[config.mk]
export PLATFORM = sky130hd
export DESIGN_NAME = instr_fetch_unit
export DESIGN_NICKNAME = d
export VERILOG_FILES = /design/src/rtl/instr_fetch_unit.sv
export SDC_FILE = /design/constraint.sdc
export NUM_CORES = 1
export LEC_CHECK = 0
export CAP_MARGIN = 20
export CORE_MARGIN = 8
export CORE_UTILIZATION = 40
export CTS_CLUSTER_DIAMETER = 100
export DETAILED_ROUTE_END_ITERATION = 7
export PLACE_DENSITY_LB_ADDON = 0.2
export SLEW_MARGIN = 20
export SYNTH_ARGS = -nofsm -noshare
export SYNTH_HDL_FRONTEND = slang
export SYNTH_SLANG_ARGS = --single-unit
[constraint.sdc]
create_clock -name clock -period 1.9 [get_ports clock]
set_input_delay 0.285 -clock clock [delete_from_list [all_inputs] [get_ports clock]]
set_output_delay 0.285 -clock clock [all_outputs]
set_load 0.1 [all_outputs]
[src/rtl/instr_fetch_unit.sv]
// Instruction fetch front end: owns the PC, drives the ROM address,
// registers each fetched word for decode and freezes on a halt word.
module instr_fetch_unit #(
  parameter int                    PC_WIDTH  = 32,
  parameter logic [PC_WIDTH-1:0]   RESET_PC  = '0,
  parameter logic [31:0]           HALT_WORD = 32'hD4400000
) (
  input  logic                clock,
  input  logic                reset,
  input  logic                stall,
  input  logic                branch_taken,
  input  logic [PC_WIDTH-1:0] branch_target,
  input  logic                resume,
  input  logic [31:0]         instruction,
  output logic [PC_WIDTH-1:0] program_counter,
  output logic [31:0]         instr_out,
  output logic [PC_WIDTH-1:0] instr_pc,
  output logic                instr_valid,
  output logic                halted,
  output logic [31:0]         fetch_count
);

  typedef enum logic {
    FETCH,
    HALTED
  } state_t;

  state_t state;

  logic is_halt;
  assign is_halt = (instruction == HALT_WORD);

  always_ff @(posedge clock or negedge reset) begin
    if (!reset) begin
      state           <= FETCH;
      program_counter <= RESET_PC;
      instr_out       <= '0;
      instr_pc        <= '0;
      instr_valid     <= 1'b0;
      halted          <= 1'b0;
      fetch_count     <= '0;
    end else begin
      unique case (state)
        FETCH: begin
          priority case (1'b1)
            branch_taken: begin
              program_counter <= branch_target;
              instr_valid     <= 1'b0;
            end
            stall: begin
              instr_valid <= instr_valid;
            end
            default: begin
              instr_out   <= instruction;
              instr_pc    <= program_counter;
              instr_valid <= 1'b1;
              if (fetch_count != 32'hFFFF_FFFF)
                fetch_count <= fetch_count + 32'd1;
              // The halt word is delivered once; the PC parks on it.
              if (is_halt) begin
                state  <= HALTED;
                halted <= 1'b1;
              end else begin
                program_counter <= program_counter + 1'b1;
              end
            end
          endcase
        end
        HALTED: begin
          instr_valid <= 1'b0;
          if (resume) begin
            program_counter <= program_counter + 1'b1;
            state           <= FETCH;
            halted          <= 1'b0;
          end
        end
        default: begin
          state <= FETCH;
        end
      endcase
    end
  end

endmodule
Word-level counts from Yosys, hierarchy flattened
Index checks and enable logic that the tools add are counted.
{"block": "classes", "n_addsub": 2, "n_eq_ne": 8, "n_mux": 18, "bitwise": 3, "reduce_logical": 4}
{"cell": "2-to-1 mux 32 bit", "n": 4}
{"cell": "adder 32 x 1 -> 32 bit, second input constant", "n": 2}
{"cell": "one-hot mux 32 bit (2 select lines)", "n": 1}
{"cell": "equality test 32 bit, second input constant", "n": 1}
{"cell": "!= test 32 bit, second input constant", "n": 1}
{"cell": "2-to-1 mux 1 bit", "n": 10}
{"cell": "!= test 2 bit, second input constant", "n": 4}
{"cell": "AND reduction 4 bit", "n": 2}
{"cell": "!= test 3 bit, second input constant", "n": 2}
{"cell": "one-hot mux 1 bit (2 select lines)", "n": 3}
{"cell": "AND reduction 3 bit", "n": 2}
{"cell": "inverter 1 bit", "n": 3}
{"block": "word_totals", "reg_bits": 131, "inputBits": 69, "output_inout_bits": 130, "word_cells": 42}

Depth between registers and ports, before layout
Gate-level depths: netlist of run 1.
{"block": "depth", "word_depth": 5, "mapped_depth": 7}

Least setup slack after synthesis of run 1
Ideal clock, no wire load.
{"block": "synth_timing", "path_type": "reg-to-reg", "startpoint": "register program_counter[1]", "endpoint": "register program_counter[24]", "setup_ns": 0.080, "arrival_time_ns": 2.455, "setup_slack_ns": -0.635, "stages_incl_launch_ff": 8, "n_path_buf": 1, "synth_period_minus_slack_ns": 2.535, "path_cell_list": "dfrtp_1 > ha_1 > nand3_1 > nor2_1 > clkbuf_1 > nand4_1 > a221oi_1 > a2bb2oi_1"}
{"block": "synth_between", "elab_chain_cells": 5, "elab_cells_between_ends": 6, "classes_between": "1 x add/sub; 5 x mux"}
{"element": "from (decl)", "line": "15", "source": "output logic [PC_WIDTH-1:0] program_counter,"}
{"element": "from (signal assigned)", "line": "47", "source": "program_counter <= branch_target;"}
{"element": "from (signal assigned)", "line": "64", "source": "program_counter <= program_counter + 1'b1;"}
{"element": "from (signal assigned)", "line": "72", "source": "program_counter <= program_counter + 1'b1;"}
{"element": "adder 32 x 1 -> 32 bit *", "line": "64, 72"}
{"element": "2-to-1 mux 32 bit", "line": "60", "source": "if (is_halt) begin"}
{"element": "2-to-1 mux 32 bit (2 in a row)", "line": "45", "source": "priority case (1'b1)"}
{"element": "one-hot mux 32 bit (2 select lines) *", "line": "43", "source": "unique case (state)"}
Every way passes the cells marked *; elsewhere a longest branch is shown, timed or not. The select of a mux whose other input is x is not followed.
A chain may end at the register's enable or synchronous reset.

Final worst setup path of run 1
{"block": "layout_timing", "startpoint": "register fetch_count[1]", "endpoint": "register fetch_count[1]"}
{"block": "layout_between", "elab_chain_cells": 2, "elab_cells_between_ends": 3, "classes_between": "1 x add/sub; 1 x eq/ne; 1 x reduce/logical"}
{"element": "from (decl)", "line": "20", "source": "output logic [31:0] fetch_count"}
{"element": "from (signal assigned)", "line": "58", "source": "fetch_count <= fetch_count + 32'd1;"}
{"element": "parallel branches: the longest is 2 deep, another holds adder 32 x 1 -> 32 bit"}
Parallel ways; which one is timed is not known.

==> out/results.txt, run 1 <==
Power share of the combinational group - 39.5%
Synth top area share - 51.98%
Post-Route Skew - 7.232 ps
CP Capture Type - flop
Fin. Hold Viols - 0
Initial antenna violation count - 0
Slew Limit Fails - 0
Initial DRC count - 351
Share of cells above drive strength 1 - 34.12%
Initial Utilization - 40.28%
Clk slew on worst S/H paths - 60 ps
Net switching power - 5.062 mW
Area contributors post-synth - dfrtp_1 (52%), nand2_1 (13%), a2bb2oi_1 (4.0%), xnor2_1 (4.0%), nand3_1 (3.8%)
Setup Crit Path Kind - flop to flop
Reg-to-reg setup timing slack - 70 ps
Startpoint Class - flop
Clock Power Share - 30.0%
Final Critical Period - 1829 ps
Pwr Total - 11.77 mW
Required @ worst endpoint - 2200 ps
CTS Buf Count - 17
Max-cap violations - 0
Via density - 5.464
Via count - 6305
Total core area - 15660 µm²
VDD IR max - 0.0006797 V
Initial DRT Pass Iterations - 6
Post-synth EDFFs - 0
Drt wl/cell - 18.49 µm
Least-Margin Pin Slew - 550.2 ps
Clk root buf - clkbuf_16
DP Worst Slack - -380.0 ps
RSZ-0062 raised after global routing - no
GP Congestion - 0.8830
Final Cell Area - 9824 µm²
Post-DP HPWL - 15810 µm
H-Tree Depth - 4
Syn-to-layout area delta - 55.79%
GRT Util Overall - 20.95%
ANT nets after route - 0
Longest Clk Path Bufs - 2
Slew HR - 63.15%
Height of the die - 141.6 µm
Latest clock arrival within the worst-skew pair - 420 ps
DRC - 0
Register area share after synthesis - 51.98%
# diodes - 0
Synthesized area - 6306 µm²
Critical Path AT - 2130 ps
Hold Crit Class - input pin to asynchronous set/reset pin
# nets final - 996
Synth area leader - dfrtp_1
Placed instance area - 9111 µm²
Most common cell in the synthesized netlist - nand2_1
Synth Instances - 695
Clk sinks - 131
Leakage power - 4.378 nW
PortBufs - 198
Switching share of power - 43.02%
Setup ws final - 70.74 ps
Distinct cells, synth - 43
Largest net degree at the start of global routing - 52
Yosys warnings - 0
Fmax - 546.7 MHz
Cell internal pwr - 6.705 mW
Die ar. - 20040 µm²
Status - finished, final reports clean
Flop pwr share - 30.5%
Post-synth top flop - dfrtp_1
Min Hold Slack - 357.2 ps
Avg Inst Size Synth - 9.073 µm²
Finished Layout Cells - 1154
Rows - 46
Syn nets - 766
Die X-Extent - 141.6 µm
Total grt overflow - 0
Final Cycle Share - 96.28%
Post-synthesis register bit count - 131
CTS tree - built
Synth top cells by count - nand2_1 (220), dfrtp_1 (131), nand3_1 (48)
Final WL - 21340 µm
Top Ports - 199
# setup viols final - 0
PwrDens - 1198 nW/µm²
Worst-path maximum fanout - 4
Number of global-route vias before repair - 6215
First-pass GRT wire length - 33220 µm
Fraction of registers with async set/reset - 100.0%
Dpl cells - 1118
-- path summary, 6_finish.rpt --
path	end	cells after the start	start
max	fetch_count[1]	6	fetch_count[1]
min	instr_pc[3]	2	reset
max reg2reg	fetch_count[1]	6	fetch_count[1]
min reg2reg	instr_out[11]	2	instr_out[11]
max in group asynchronous	program_counter[27]	3	reset
min in group clock	instr_out[7]	3	instruction[7]
-- flip-flops by register name, summed over array words and instances (netlist names) --
name and count:
instr_valid 1, instr_out 32, program_counter 32, fetch_count 32
instr_pc 32, state 1, halted 1
-- layout by cell type (no fill, tap or decap), drive strengths merged, types with 2 or more instances in the layout --
master / count
nor2: 12
clkinvlp: 2
a211oi: 9
nand3: 48
nor4b: 2
a221oi: 20
clkbuf: 19
nand4: 32
nand2: 220
o21ai: 17
nor3: 12
nand2b: 2
bufinv: 4
and2: 4
mux2: 2
nor2b: 3
o22ai: 16
ha: 2
inv: 4
and3: 16
nor4: 7
a2bb2oi: 29
clkdlybuf4s50: 67
and4: 8
clkinv: 6
a21oi: 10
dfrtp: 131
xnor2: 29
buf: 191
-- cell families after synthesis --
family,count (synthesis),synth area share (%)
DFF,131,51.98
buffers and inverters,51,3.353
AOI/OAI and AO/OA,111,12.90
xor gates and xnor gates,29,4.028
muxes,2,0.3571
adders and majority gates,2,0.3968
and+or+nand+nor,369,26.98
-- per-layer routing --
layer  GRT usage, %  vias to the layer above  routed length (µm)
li1               -                     2938                   -
met1          25.66                     3041                8632
met2          34.75                      283               10700
met3          5.175                       43                1539
met4          8.479                        0                 469
met5              0                        -                   0
-- final cells by class --
cell class | instances | area [µm²]
clock inverter | 13 | 181.4
tap | 216 | 270.3
timing repair buffer | 259 | 2447
inverter | 3 | 11.26
clock buffer | 19 | 452.9
sequential | 131 | 3440
multi-input combinational | 513 | 3022
fill | 1333 | 5831
-- critical path, stage by stage (launching register included) --
cell	delay, ps
dfrtp_4	420
ha_4	140
and4_4	260
nor2b_4	160
nand4_1	210
nand2_1	200
mux2_4	320
-- stage by stage --
step                utilization [%]  TNS [ps]
finish                        62.76         0
global placement              58.20    -17190
floorplan                         -    -307.0
global route                  62.76         0
CTS                           62.32         0
detailed placement            58.20    -19340
-- power by group through the flow --
stage                     combinational [mW]  clock (mW)  sequential, mW
final                                   4.64        3.53            3.59
after global placement                  4.57           0            3.63
after detailed placement                4.63           0            3.66
after global routing                    4.82        3.70            3.65
after CTS                               4.63        3.58            3.61
after floorplan                        0.730           0            6.12
-- timing repair --
item | 4_1_cts | 5_1_grt
buffers inserted | 0 | 3
hold endpoints to repair | 37 | 0
resized for setup | 0 | 10
hold buffers | 1 | 0
setup endpoints to repair | 0 | 26
No activity file was read; power rests on OpenSTA's default activity.
==> run 2: changes to the inputs <==
Settings changed: RECOVER_POWER from default to 50.
==> out/results.txt, run 2 (synthesized netlist as in run 1, its figures left out) <==
Final Cell Area - 9641 µm²
Latest clock arrival within the worst-skew pair - 430 ps
Share of cells above drive strength 1 - 34.01%
Area of the multi-input gates - 3019 µm²
Finished Layout Cells - 1154
Die ar. - 20040 µm²
Rows - 46
Required @ worst endpoint - 2200 ps
FILL cells - 1381
Initial DRC count - 378
CP Capture Type - flop
Height of the die - 141.6 µm
Syn-to-layout area delta - 52.88%
H-Tree Depth - 4
Initial Utilization - 40.28%
Min Hold Slack - 422.9 ps
GP Congestion - 0.8830
Leakage power - 4.326 nW
Fin. Hold Viols - 0
Flop pwr share - 30.9%
Switching share of power - 43.49%
Most frequent cells in the layout - nand2_1 (220), buf_4 (99), dfrtp_1 (70)
Max-cap violations - 0
Initial antenna violation count - 0
Placed instance area - 9111 µm²
Post-Route Skew - 8.519 ps
Clk slew on worst S/H paths - 60 ps
Least-Margin Pin Slew - 1174 ps
Total grt overflow - 0
# nets final - 996
Worst Setup SP - fetch_count[1]
First-pass GRT wire length - 33220 µm
Dpl cells - 1118
Hold path start - instruction[7]
Die X-Extent - 141.6 µm
Worst-path maximum fanout - 4
Setup tns final - 0 ps
Total core area - 15660 µm²
Net switching power - 5.061 mW
Hold Crit Class - input pin to flop
Slew HR - 21.75%
Commonest non-fill, non-tap cell in the layout - nand2_1
Reg-to-reg setup timing slack - 80 ps
ANT nets after route - 0
Clk sinks - 131
Longest Clk Path Bufs - 2
Startpoint Class - flop
Clk root buf - clkbuf_16
CTS tree - built
Critical Path AT - 2120 ps
Largest net degree at the start of global routing - 52
Post-DP HPWL - 15810 µm
Power share of the combinational group - 38.8%
Setup Crit Path Kind - flop to flop
Fmax - 549.9 MHz
FF/Latch Area - 3440 µm²
DRC - 0
Drt wl/cell - 18.49 µm
Final Critical Period - 1819 ps
Initial DRT Pass Iterations - 7
# setup viols final - 0
Slew Limit Fails - 0
VDD IR max - 0.0006749 V
Cell internal pwr - 6.577 mW
Final WL - 21340 µm
Number of global-route vias before repair - 6215
PwrDens - 1207 nW/µm²
Reg2reg start - fetch_count[1]
Top Ports - 199
Final Cycle Share - 95.71%
RSZ-0062 raised after global routing - no
Via count - 6324
Status - finished, final reports clean
GRT Util Overall - 20.95%
Clock Power Share - 30.3%
PortBufs - 198
# diodes - 0
Via density - 5.480
CTS Buf Count - 17
-- run 2: cell types whose count changed in the layout (fill, tap and decap cells not counted), sizes merged --
cell	delta
buf	-66
clkbuf	+66
-- run 2: layout make-up --
class | count | area share (%)
flip-flops and latches | 131 | 35.68
inverters | 3 | 0.1168
multi-input cells | 513 | 31.32
clock buffers | 19 | 4.698
well taps | 216 | 2.803
clock inverters | 13 | 1.882
repair buffers | 259 | 23.50
-- run 2: power by group through the flow --
stage / combinational (mW) / sequential, mW / clock, mW
detailed placement: 4.63 / 3.66 / 0
global placement: 4.57 / 3.63 / 0
floorplan: 0.730 / 6.12 / 0
CTS: 4.63 / 3.61 / 3.58
finish: 4.52 / 3.59 / 3.53
global route: 4.69 / 3.65 / 3.70
-- run 2: routing by layer --
layer	GRT usage (%)	wire, µm	up-vias
li1	-	-	2938
met1	25.66	8744	3053
met2	34.75	10580	288
met3	5.175	1496	45
met4	8.479	519	0
met5	0	0	-
-- run 2: critical path, cell delays in order (launching register included) --
cell and delay, ps:
dfrtp_4 420, ha_4 140, and4_4 260, nor2b_4 160, nand4_1 200, nand2_1 200
mux2_4 320
-- run 2: repair_timing --
item / CTS / global route
endpoints found under the hold margin: 37 / 0
endpoints found under the setup margin: 0 / 26
setup buffers: 0 / 3
hold buffers: 1 / 0
gates resized for setup: 0 / 10
-- run 2: worst paths after layout --
path / end / cells after the start
min in group asynchronous: instr_pc[3] / 2
setup reg to reg: fetch_count[1] / 6
hold reg to reg: instr_out[11] / 2
setup / recovery: fetch_count[1] / 6
max in group asynchronous: fetch_count[18] / 3
hold / removal: instr_out[7] / 3
-- run 2: per-stage QoR --
step,utilization (%),power [mW],setup WS (ps)
4_1_cts,62.32,11.82,36.63
5_1_grt,61.58,12.04,2.489
3_5_place_dp,58.20,8.281,-380.0
6_report,61.58,11.64,81.45
2_1_floorplan,-,6.849,-88.26
3_3_place_gp,58.20,8.202,-303.3
==> RTL edit: new RTL, flow settings as in run 2 <==
`PC_WIDTH`: 32 -> 28.
--- a/src/rtl/instr_fetch_unit.sv
+++ b/src/rtl/instr_fetch_unit.sv
@@ -3,3 +3,3 @@
 module instr_fetch_unit #(
-  parameter int                    PC_WIDTH  = 32,
+  parameter int                    PC_WIDTH  = 28,
   parameter logic [PC_WIDTH-1:0]   RESET_PC  = '0,
Interface: changed (resized branch_target, instr_pc and program_counter); port bits go from 199 to 187. No check against the original RTL was run, so the function may have changed too.
==> RTL edit against run 2 <==
The flow now finishes with violations (setup timing). Cell area is 4.0% lower. Setup slack got worse by 0.096 ns. Wire length is 11% lower. Clock skew decreased by 0.0025 ns. First-iteration DRC count is 1.9% higher. Core utilization increased by 5.1 points. Sequential cell count is 8 lower. Area after synthesis down 10%. Maximum frequency shrank 5.0%. Global-route usage shrank 0.27 points. Power shrank 10%.
==> RTL edit: results (changes against run 2) <==
placed_design:
  place_congestion: 0.8338  # -5.6%
  placedCellCount: 1039  # -7.1%
  hpwl_um: 13760  # -13%
  port_buffers: 186  # -6.1%
global_route:
  grt_pass1_vias: 5995  # -3.5%
  grt_pass1_wl_um: 30280  # -8.8%
  grtUsageTotal_pct: 20.68  # -0.27 points
  antenna_found_initial: 1  # +1
  use_met1_pct: 23.48  # -2.2 points
  use_met2_pct: 35.33  # +0.58 points
  grt_max_degree: 59  # +13%
  grt_util_met3_pct: 6.018  # +0.84 points
yosys:
  yosys.cell_types.count: 50  # +16%
  syn-num-nets: 696  # -9.1%
  seq_area_frac_synth_pct: 54.32  # +2.3 points
  synthCells: 629  # -9.5%
  yosys-top-cells-area: "dfrtp_1 54%, nand2_1 14%, a21oi_1 3.5%"
  synthTopCellsByCount: "211 x nand2_1, 123 x dfrtp_1, 40 x a21oi_1, 28 x o21ai_0, 26 x nand3_1"
power:
  p_leak_nw: 4.372  # +1.1%
  switching_share_pct: 43.80  # +0.31 points
  ir_worst_vdd_v: 0.0006119  # -9.3%
critical_path:
  crit_path_max_incr_delay_ns: 0.51  # +0.09 ns
  worst_path_max_delay_cell: "or4_4"
detailed_routing:
  firstDrtPassIters: 6  # -1
  post_drt_wl_per_cell_um: 17.47  # -5.5%
  vias: 5750  # -9.1%
  drt_iter0_markers: 385  # +1.9%
final_layout:
  drive_gt1_share_pct: 39.16  # +5.2 points
  final_nets: 963  # -3.3%
  fillers: 1133  # -18%
timing:
  worstMarginPinSlew_ns: 0.7068  # -0.4669 ns
  setup_ws_ns: -0.01452  # -0.09598 ns
  finalSetupViolCount: 1  # +1
  clock_skew_ns: 0.006044  # -0.002476 ns
status:
  violations: "setup timing"
  status: "finished, violations left"
clocking:
  insertion_delay_ns: 0.41  # -0.02 ns
-- RTL edit: path summary, 6_finish.rpt --
kind	slack, ns	endpoint	cells past startpoint	startpoint
worst max-delay path	-0.01	program_counter[26]$_DFFE_PN0P_	7	program_counter[0]$_DFFE_PN0P_
worst min-delay path	0.15	instr_out[10]$_DFFE_PN0P_	3	instruction[10]
worst max register to register	-0.01	program_counter[26]$_DFFE_PN0P_	7	program_counter[0]$_DFFE_PN0P_
worst min register to register	0.47	instr_pc[3]$_DFFE_PN0P_	2	instr_pc[3]$_DFFE_PN0P_
max in group asynchronous	0.38	fetch_count[19]$_DFFE_PN0P_	3	reset
min in group asynchronous	0.47	instr_out[22]$_DFFE_PN0P_	2	reset
-- RTL edit: stage by stage --
step           instance area (um2)  TNS [ns]
2_1_floorplan                 5933    -3.417
3_3_place_gp                  8443    -23.62
3_5_place_dp                  8443    -28.64
4_1_cts                       9169         0
5_1_grt                       9250   -0.7644
6_report                      9250  -0.01452
-- RTL edit: final cells by class --
cell class                      instances  area, um2  share of cell area, %
Inverter                                9      33.78                 0.3652
Clock buffer                           26      519.2                  5.613
Sequential cell                       123       3254                  35.18
Timing Repair Buffer                  277       2469                  26.69
Clock inverter                          6      35.03                 0.3787
Antenna cell                            1      2.502                0.02705
Tap cell                              180      225.2                  2.435
Multi-Input combinational cell        468       2711                  29.31
-- RTL edit: repair_timing --
action	CTS	global route
setup endpoints to repair	30	43
gates cloned	2	0
buffers inserted	6	9
pin swaps	5	27
hold buffers	1	0
endpoints found under the hold margin	24	0
gates resized for setup	16	34
-- RTL edit: power by group through the flow --
stage	sequential, W	clock [W]	combinational (W)
floorplan	0.00571	0	0.000511
global placement	0.00335	0	0.00415
detailed placement	0.00337	0	0.00418
CTS	0.00333	0.00302	0.00423
global route	0.00339	0.00314	0.00431
finish	0.00334	0.00299	0.00414
-- RTL edit: tightest hold or removal path, delay by kind of cell --
family	cells	cell delay, ns
buffers and inverters	1	0.12
AND/OR/NAND/NOR	2	0.11
-- RTL edit: cells by family (layout without fill, tap and decap cells) --
| kind of cell | Yosys count | after routing | synth area share [%] |
|---|---|---|---|
| buffers and inverters | 38 | 318 | 2.760 |
| muxes | 2 | 2 | 0.3754 |
| other | 0 | 1 | 0 |
| DFF | 123 | 123 | 54.32 |
| adders and majority gates | 2 | 2 | 0.4415 |
| AOI/OAI and AO/OA | 106 | 106 | 11.24 |
| and+or+nand+nor | 328 | 328 | 26.23 |
| xor gates and xnor gates | 30 | 30 | 4.637 |
-- RTL edit: per-layer routing --
metal	vias to the layer above	share of wire [%]
li1	2686	-
met1	2829	39
met2	210	52
met3	25	7.5
met4	0	1.6
met5	-	0
